**src/rtl/score_ctrl_pkg.sv**
```systemverilog
// rtl/score_ctrl_pkg.sv - shared game defines and constants for score_ctrl
`ifndef SCORE_CTRL_DEFINES
`define SCORE_CTRL_DEFINES
`define GAME_STATUS_BIT_LEN 2
`define GAME_STATUS_IDLE    2'd0
`define GAME_STATUS_RUN     2'd1
`define GAME_STATUS_OVER    2'd2
`define ADD_SCORE_BIT_WIDTH 4
`define SCORE_WIDTH_DEC     12
`define SCORE_W_SMALL       1
`define SCORE_W_MID         3
`define SCORE_W_BIG         5
`endif

package score_ctrl_pkg;
  localparam int STATUS_W = `GAME_STATUS_BIT_LEN;
  localparam int ADD_W    = `ADD_SCORE_BIT_WIDTH;
  localparam int SCORE_W  = `SCORE_WIDTH_DEC;

  localparam logic [STATUS_W-1:0] ST_RUN = `GAME_STATUS_RUN;

  localparam int W_SMALL = `SCORE_W_SMALL;
  localparam int W_MID   = `SCORE_W_MID;
  localparam int W_BIG   = `SCORE_W_BIG;

  function automatic int ptr_width(input int n);
    return (n > 1) ? $clog2(n) : 1;
  endfunction
endpackage

```
**src/rtl/score_ctrl_rr_arbiter.sv**
```systemverilog
// rtl/score_ctrl_rr_arbiter.sv - combinational round-robin arbiter
// Searches upward from ptr (wrapping) and grants the first active request.
module rr_arbiter #(
  parameter int NREQ  = 3,
  parameter int PTR_W = 2
) (
  input  logic [NREQ-1:0]  req,
  input  logic [PTR_W-1:0] ptr,
  output logic [NREQ-1:0]  grant
);
  int  idx;
  logic found;

  always_comb begin
    grant = '0;
    found = 1'b0;
    idx   = 0;
    for (int k = 0; k < NREQ; k++) begin
      idx = (int'(ptr) + k) % NREQ;
      if (!found && req[idx]) begin
        grant[idx] = 1'b1;
        found      = 1'b1;
      end
    end
  end
endmodule

```
**src/rtl/score_ctrl.sv**
```systemverilog
// rtl/score_ctrl.sv - kill-event score arbitration, pacing and hi-score tracking
// Serialises weighted point additions so the score counter can drain between them.
module score_ctrl
  import score_ctrl_pkg::*;
#(
  parameter int NREQ = 3,
  parameter int W0   = W_SMALL,
  parameter int W1   = W_MID,
  parameter int W2   = W_BIG
) (
  input  logic                clk_vga,
  input  logic                rst,
  input  logic [NREQ-1:0]     req_i,
  output logic [NREQ-1:0]     ack_o,
  input  logic [STATUS_W-1:0] game_status_i,
  input  logic [SCORE_W-1:0]  score_i,
  output logic [ADD_W-1:0]    add_score_o,
  output logic                score_clr_o,
  output logic [SCORE_W-1:0]  hi_score_o,
  output logic                busy_o
);
  localparam int PTR_W = ptr_width(NREQ);

  localparam logic [1:0] S_IDLE  = 2'd0;
  localparam logic [1:0] S_ISSUE = 2'd1;
  localparam logic [1:0] S_PACE  = 2'd2;

  logic [1:0]          state;
  logic [PTR_W-1:0]    rr_ptr;
  logic [PTR_W-1:0]    win_idx;
  logic [PTR_W-1:0]    next_ptr;
  logic [NREQ-1:0]     grant;
  logic [ADD_W-1:0]    grant_w;
  logic [ADD_W-1:0]    pace_cnt;
  logic [STATUS_W-1:0] prev_status;
  logic                is_run;
  logic                prev_run;

  function automatic logic [ADD_W-1:0] weight_of(input int idx);
    if (idx == 0) return ADD_W'(W0);
    if (idx == 1) return ADD_W'(W1);
    return ADD_W'(W2);
  endfunction

  rr_arbiter #(
    .NREQ  (NREQ),
    .PTR_W (PTR_W)
  ) u_arb (
    .req   (req_i),
    .ptr   (rr_ptr),
    .grant (grant)
  );

  always_comb begin
    win_idx = '0;
    grant_w = '0;
    for (int i = 0; i < NREQ; i++) begin
      if (grant[i]) begin
        win_idx = PTR_W'(i);
        grant_w = weight_of(i);
      end
    end
  end

  assign next_ptr = (win_idx == PTR_W'(NREQ - 1)) ? '0 : win_idx + 1'b1;
  assign is_run   = (game_status_i == ST_RUN);
  assign prev_run = (prev_status == ST_RUN);

  // The grant is only ever offered from IDLE; the cycle carrying it already counts as busy.
  assign ack_o  = (state == S_IDLE && !rst) ? grant : '0;
  assign busy_o = (state != S_IDLE) || (|ack_o);

  always_ff @(posedge clk_vga or posedge rst) begin
    if (rst) begin
      state       <= S_IDLE;
      rr_ptr      <= '0;
      add_score_o <= '0;
      pace_cnt    <= '0;
    end else begin
      add_score_o <= '0;
      case (state)
        S_IDLE: begin
          if (|req_i) begin
            state  <= S_ISSUE;
            rr_ptr <= next_ptr;
            if (is_run) add_score_o <= grant_w;
          end
        end
        S_ISSUE: begin
          // A discarded (non-RUN) grant carries zero points and skips pacing.
          pace_cnt <= add_score_o;
          state    <= (add_score_o != '0) ? S_PACE : S_IDLE;
        end
        S_PACE: begin
          pace_cnt <= pace_cnt - 1'b1;
          if (pace_cnt <= ADD_W'(1)) state <= S_IDLE;
        end
        default: state <= S_IDLE;
      endcase
    end
  end

  always_ff @(posedge clk_vga or posedge rst) begin
    if (rst) begin
      prev_status <= ST_RUN;
      score_clr_o <= 1'b0;
      hi_score_o  <= '0;
    end else begin
      prev_status <= game_status_i;
      score_clr_o <= is_run && !prev_run;
      if (prev_run && !is_run && (score_i > hi_score_o)) hi_score_o <= score_i;
    end
  end
endmodule

```
**config.mk**
```make
export PLATFORM = sky130hd
export DESIGN_NAME = score_ctrl
export DESIGN_NICKNAME = d
export VERILOG_FILES = /design/src/rtl/score_ctrl_pkg.sv /design/src/rtl/score_ctrl_rr_arbiter.sv /design/src/rtl/score_ctrl.sv
export SDC_FILE = /design/constraint.sdc
export NUM_CORES = 1
export LEC_CHECK = 0
export ABC_AREA = 1
export CAP_MARGIN = 10
export CORE_UTILIZATION = 39
export DETAILED_ROUTE_END_ITERATION = 6
export GPL_ROUTABILITY_DRIVEN = 1
export PLACE_DENSITY = 0.71
export SLEW_MARGIN = 20
export SYNTH_ARGS = -nofsm -noshare
export SYNTH_HDL_FRONTEND = slang
export SYNTH_SLANG_ARGS = --single-unit
export TNS_END_PERCENT = 1
```
**constraint.sdc**
```tcl
create_clock -name clk_vga -period 2.35 [get_ports clk_vga]
set_clock_uncertainty 0.2 [all_clocks]
set_input_delay 0.235 -clock clk_vga [delete_from_list [all_inputs] [get_ports clk_vga]]
set_output_delay 0.235 -clock clk_vga [all_outputs]
set_load 0.005 [all_outputs]
```
==> results.ini, run 1 <==
[logic_synthesis]
synth_area_sq_mm = 0.00178
ys_seq_area_frac = 0.366
synth_area_leaders = dfrtp_1 (35%), ha_1 (15%), nand2_1 (11%), inv_1 (8.8%), nand3_1 (6.5%)
avgSynthCellArea_sq_um = 7.69
syn_inst = 232
synth_edf_count = 0
async_reset_ff_frac = 1.00
yosysTopAreaCell = dfrtp_1
syn_nets = 272
synth_flop_cell = dfrtp_1
ys_warn_count = 0
yosysTopAreaCellShare = 0.351
synth_seq_cells = 26
ys_types = 30

[cells_and_area]
mostFrequentLayoutCells = nand2_1 (48), inv_1 (36), clkdlybuf4s50_1 (34)
fin_area_sq_mm = 0.00267
nNetsFinal = 347
utilization = 0.608
final_common_cell = nand2_1
area_delta_synth_final_pct = 49.5
drive_gt1_frac = 0.265
final-instance-count-excl-fill = 358
n_antenna_cell = 0

[power]
p_per_area_mw_per_mm2 = 1340
netSwitchingFraction = 0.409
power.total_mw = 3.58
p_seq_frac = 0.215
p_int_mw = 2.12
leakage_nw = 1.41
peakVddDrop_v = 0.000749
switching_power_mw = 1.46
p_comb_frac = 0.676
power_frac_clock = 0.108

[clocking]
cts_sinks = 26
clockBufferDepth = 2
htreeDepth = 1
holdBufCountCts = 0
clk_latency_ns = 0.28
cts_made_buffers = 3
path_clk_slew_ns = 0.10
cts_tree = yes
cts_root_buf = clkbuf_8

[sta]
min_period_ns = 2.48
finalCritPeriodShare = 1.06
final_hold_viol_count = 0
setup_slack_ns = -0.131
rsz0062_at_grt = yes
finalSetupViolCount = 5
whs_ns = 0.128
slew_violations = 0
fin_tns_setup_ns = -0.376
max_freq_ghz = 0.403

[global_route]
first_global_vias = 1644
grt_pass1_wl_um = 7120
antenna_found_initial = 0
grt_start_max_net_pins = 27
grt_use_total = 0.182
grt_overflow_total = 0

[routing]
drcViolationCount = 0
wirelength_um = 4570
postRouteAntennaNets = 0
vias = 1758
wl_per_cell_um = 12.8
dr.pass1.iters = 4
avgViaCountPerCell = 4.91
drt_iter0_drc = 101

[min_path]
hp-class = in -> async

[die]
die_area_sq_mm = 0.00485
initial_utilization = 0.407
num_rows = 24
ios = 40
die_w_um = 69.6
die_h_um = 69.6
coreArea_sq_mm = 0.00438

[critical_path]
worstPathMaxFanout = 5
cp_slowest_stage_delay_ns = 0.46
cp_top_family = simple AND/OR/NAND/NOR gates
arrival_ns = 2.05
crit_buf_inv = 4
worstPathCellList = inv_2 -> ha_4 -> inv_4 -> nand2_2 -> nand2_2 -> a21oi_4 -> buf_6 -> nand4_1 -> nand3_1 -> nand2_1 -> nand4_1 -> buf_2
cp-start-kind = flip-flop
worstPathRequired_ns = 1.91
crit_slowest_cell = dfrtp_2
worstSetupEndpointType = output port
criticalPathCategory = reg -> out

[placed_design]
place_congestion = 0.835
io_buffers = 38
placed_area_sq_mm = 0.00229
dp_hpwl_um = 2890
dp_slack_ns = -0.102
dp.cells = 330

[run_status]
status = finished with violations
violations = negative setup slack

[run]
cap_violations = 0

## power groups by stage
stage	clock, mW	sequential (mW)	combinational, mW
floorplan	0	0.755	1.07
global placement	0	0.764	1.71
detailed placement	0	0.775	1.73
CTS	0.391	0.768	2.04
global route	0.406	0.797	2.64
finish	0.387	0.771	2.42
## per-layer routing
metal	vias up	share of wire	global-route usage
met5	-	0	0
li1	886	-	-
met3	15	0.038	0.0291
met2	49	0.47	0.309
met4	0	0.030	0.0689
met1	808	0.46	0.233
## worst min-delay path, stage by stage
cell	delay, ns
clkdlybuf4s50_1	0.41
inv_1	0.06
buf_4	0.31
## kinds of logic (layout without fill, tap and decap cells)
| group | count (synthesis) | in the layout | synth area share |
|---|---|---|---|
| other cells | 1 | 1 | 0.00210 |
| compound gates | 25 | 25 | 0.0856 |
| fa+ha+maj | 21 | 21 | 0.147 |
| flops | 26 | 26 | 0.366 |
| simple gates | 110 | 110 | 0.288 |
| buf+inv | 49 | 123 | 0.111 |
## cell type report
| cell class | instances | area, sq um |
|---|---|---|
| tap | 52 | 65.1 |
| clock inverter | 1 | 30.0 |
| sequential | 26 | 653 |
| multi-input combinational | 157 | 1010 |
| clock buffer | 3 | 41.3 |
| inverter | 45 | 174 |
| fill | 397 | 1720 |
| timing repair buffer | 74 | 691 |
## worst paths after layout
| path | startpoint | end | slack (ns) | cells after the start |
|---|---|---|---|---|
| max | rr_ptr[1] | busy_o | -0.13 | 12 |
| min | rst | pace_cnt[1] | 0.13 | 3 |
| max reg2reg | rr_ptr[1] | rr_ptr[0] | -0.05 | 16 |
| min reg2reg | prev_status[1] | score_clr_o | 0.30 | 2 |
| max in group asynchronous | rst | prev_status[0] | 1.52 | 3 |
| min in group clk_vga | game_status_i[0] | prev_status[0] | 0.19 | 1 |
## flip-flops by register name, summed over array words and instances (netlist names)
name	cells
add_score_o	3
score_clr_o	1
prev_status	2
rr_ptr	2
pace_cnt	4
hi_score_o	12
state	2
## cell usage after synthesis (2+ instances only)
cell / instances
nand4_1: 3
nand3_2: 4
nand2_2: 5
buf_2: 2
nand3_1: 23
nor2_1: 17
ha_1: 21
nor3_1: 2
inv_2: 3
o31ai_1: 2
nand2_1: 51
dfrtp_1: 25
o21ai_0: 10
inv_1: 42
a21oi_1: 7
## repair_timing
action / 4_1_cts / 5_1_grt
pin swaps: 7 / 12
cloned: 0 / 0
gates resized for setup: 23 / 32
setup endpoints to repair: 4 / 8
buffers inserted: 19 / 8
Note: power is estimated with default switching activity, not from simulation.
==> run 2: changes to the inputs <==
CAP_MARGIN = default   (was 10)
==> results of run 2 <==
Same layout as run 1: the final DEF is identical, and so are final timing and power.
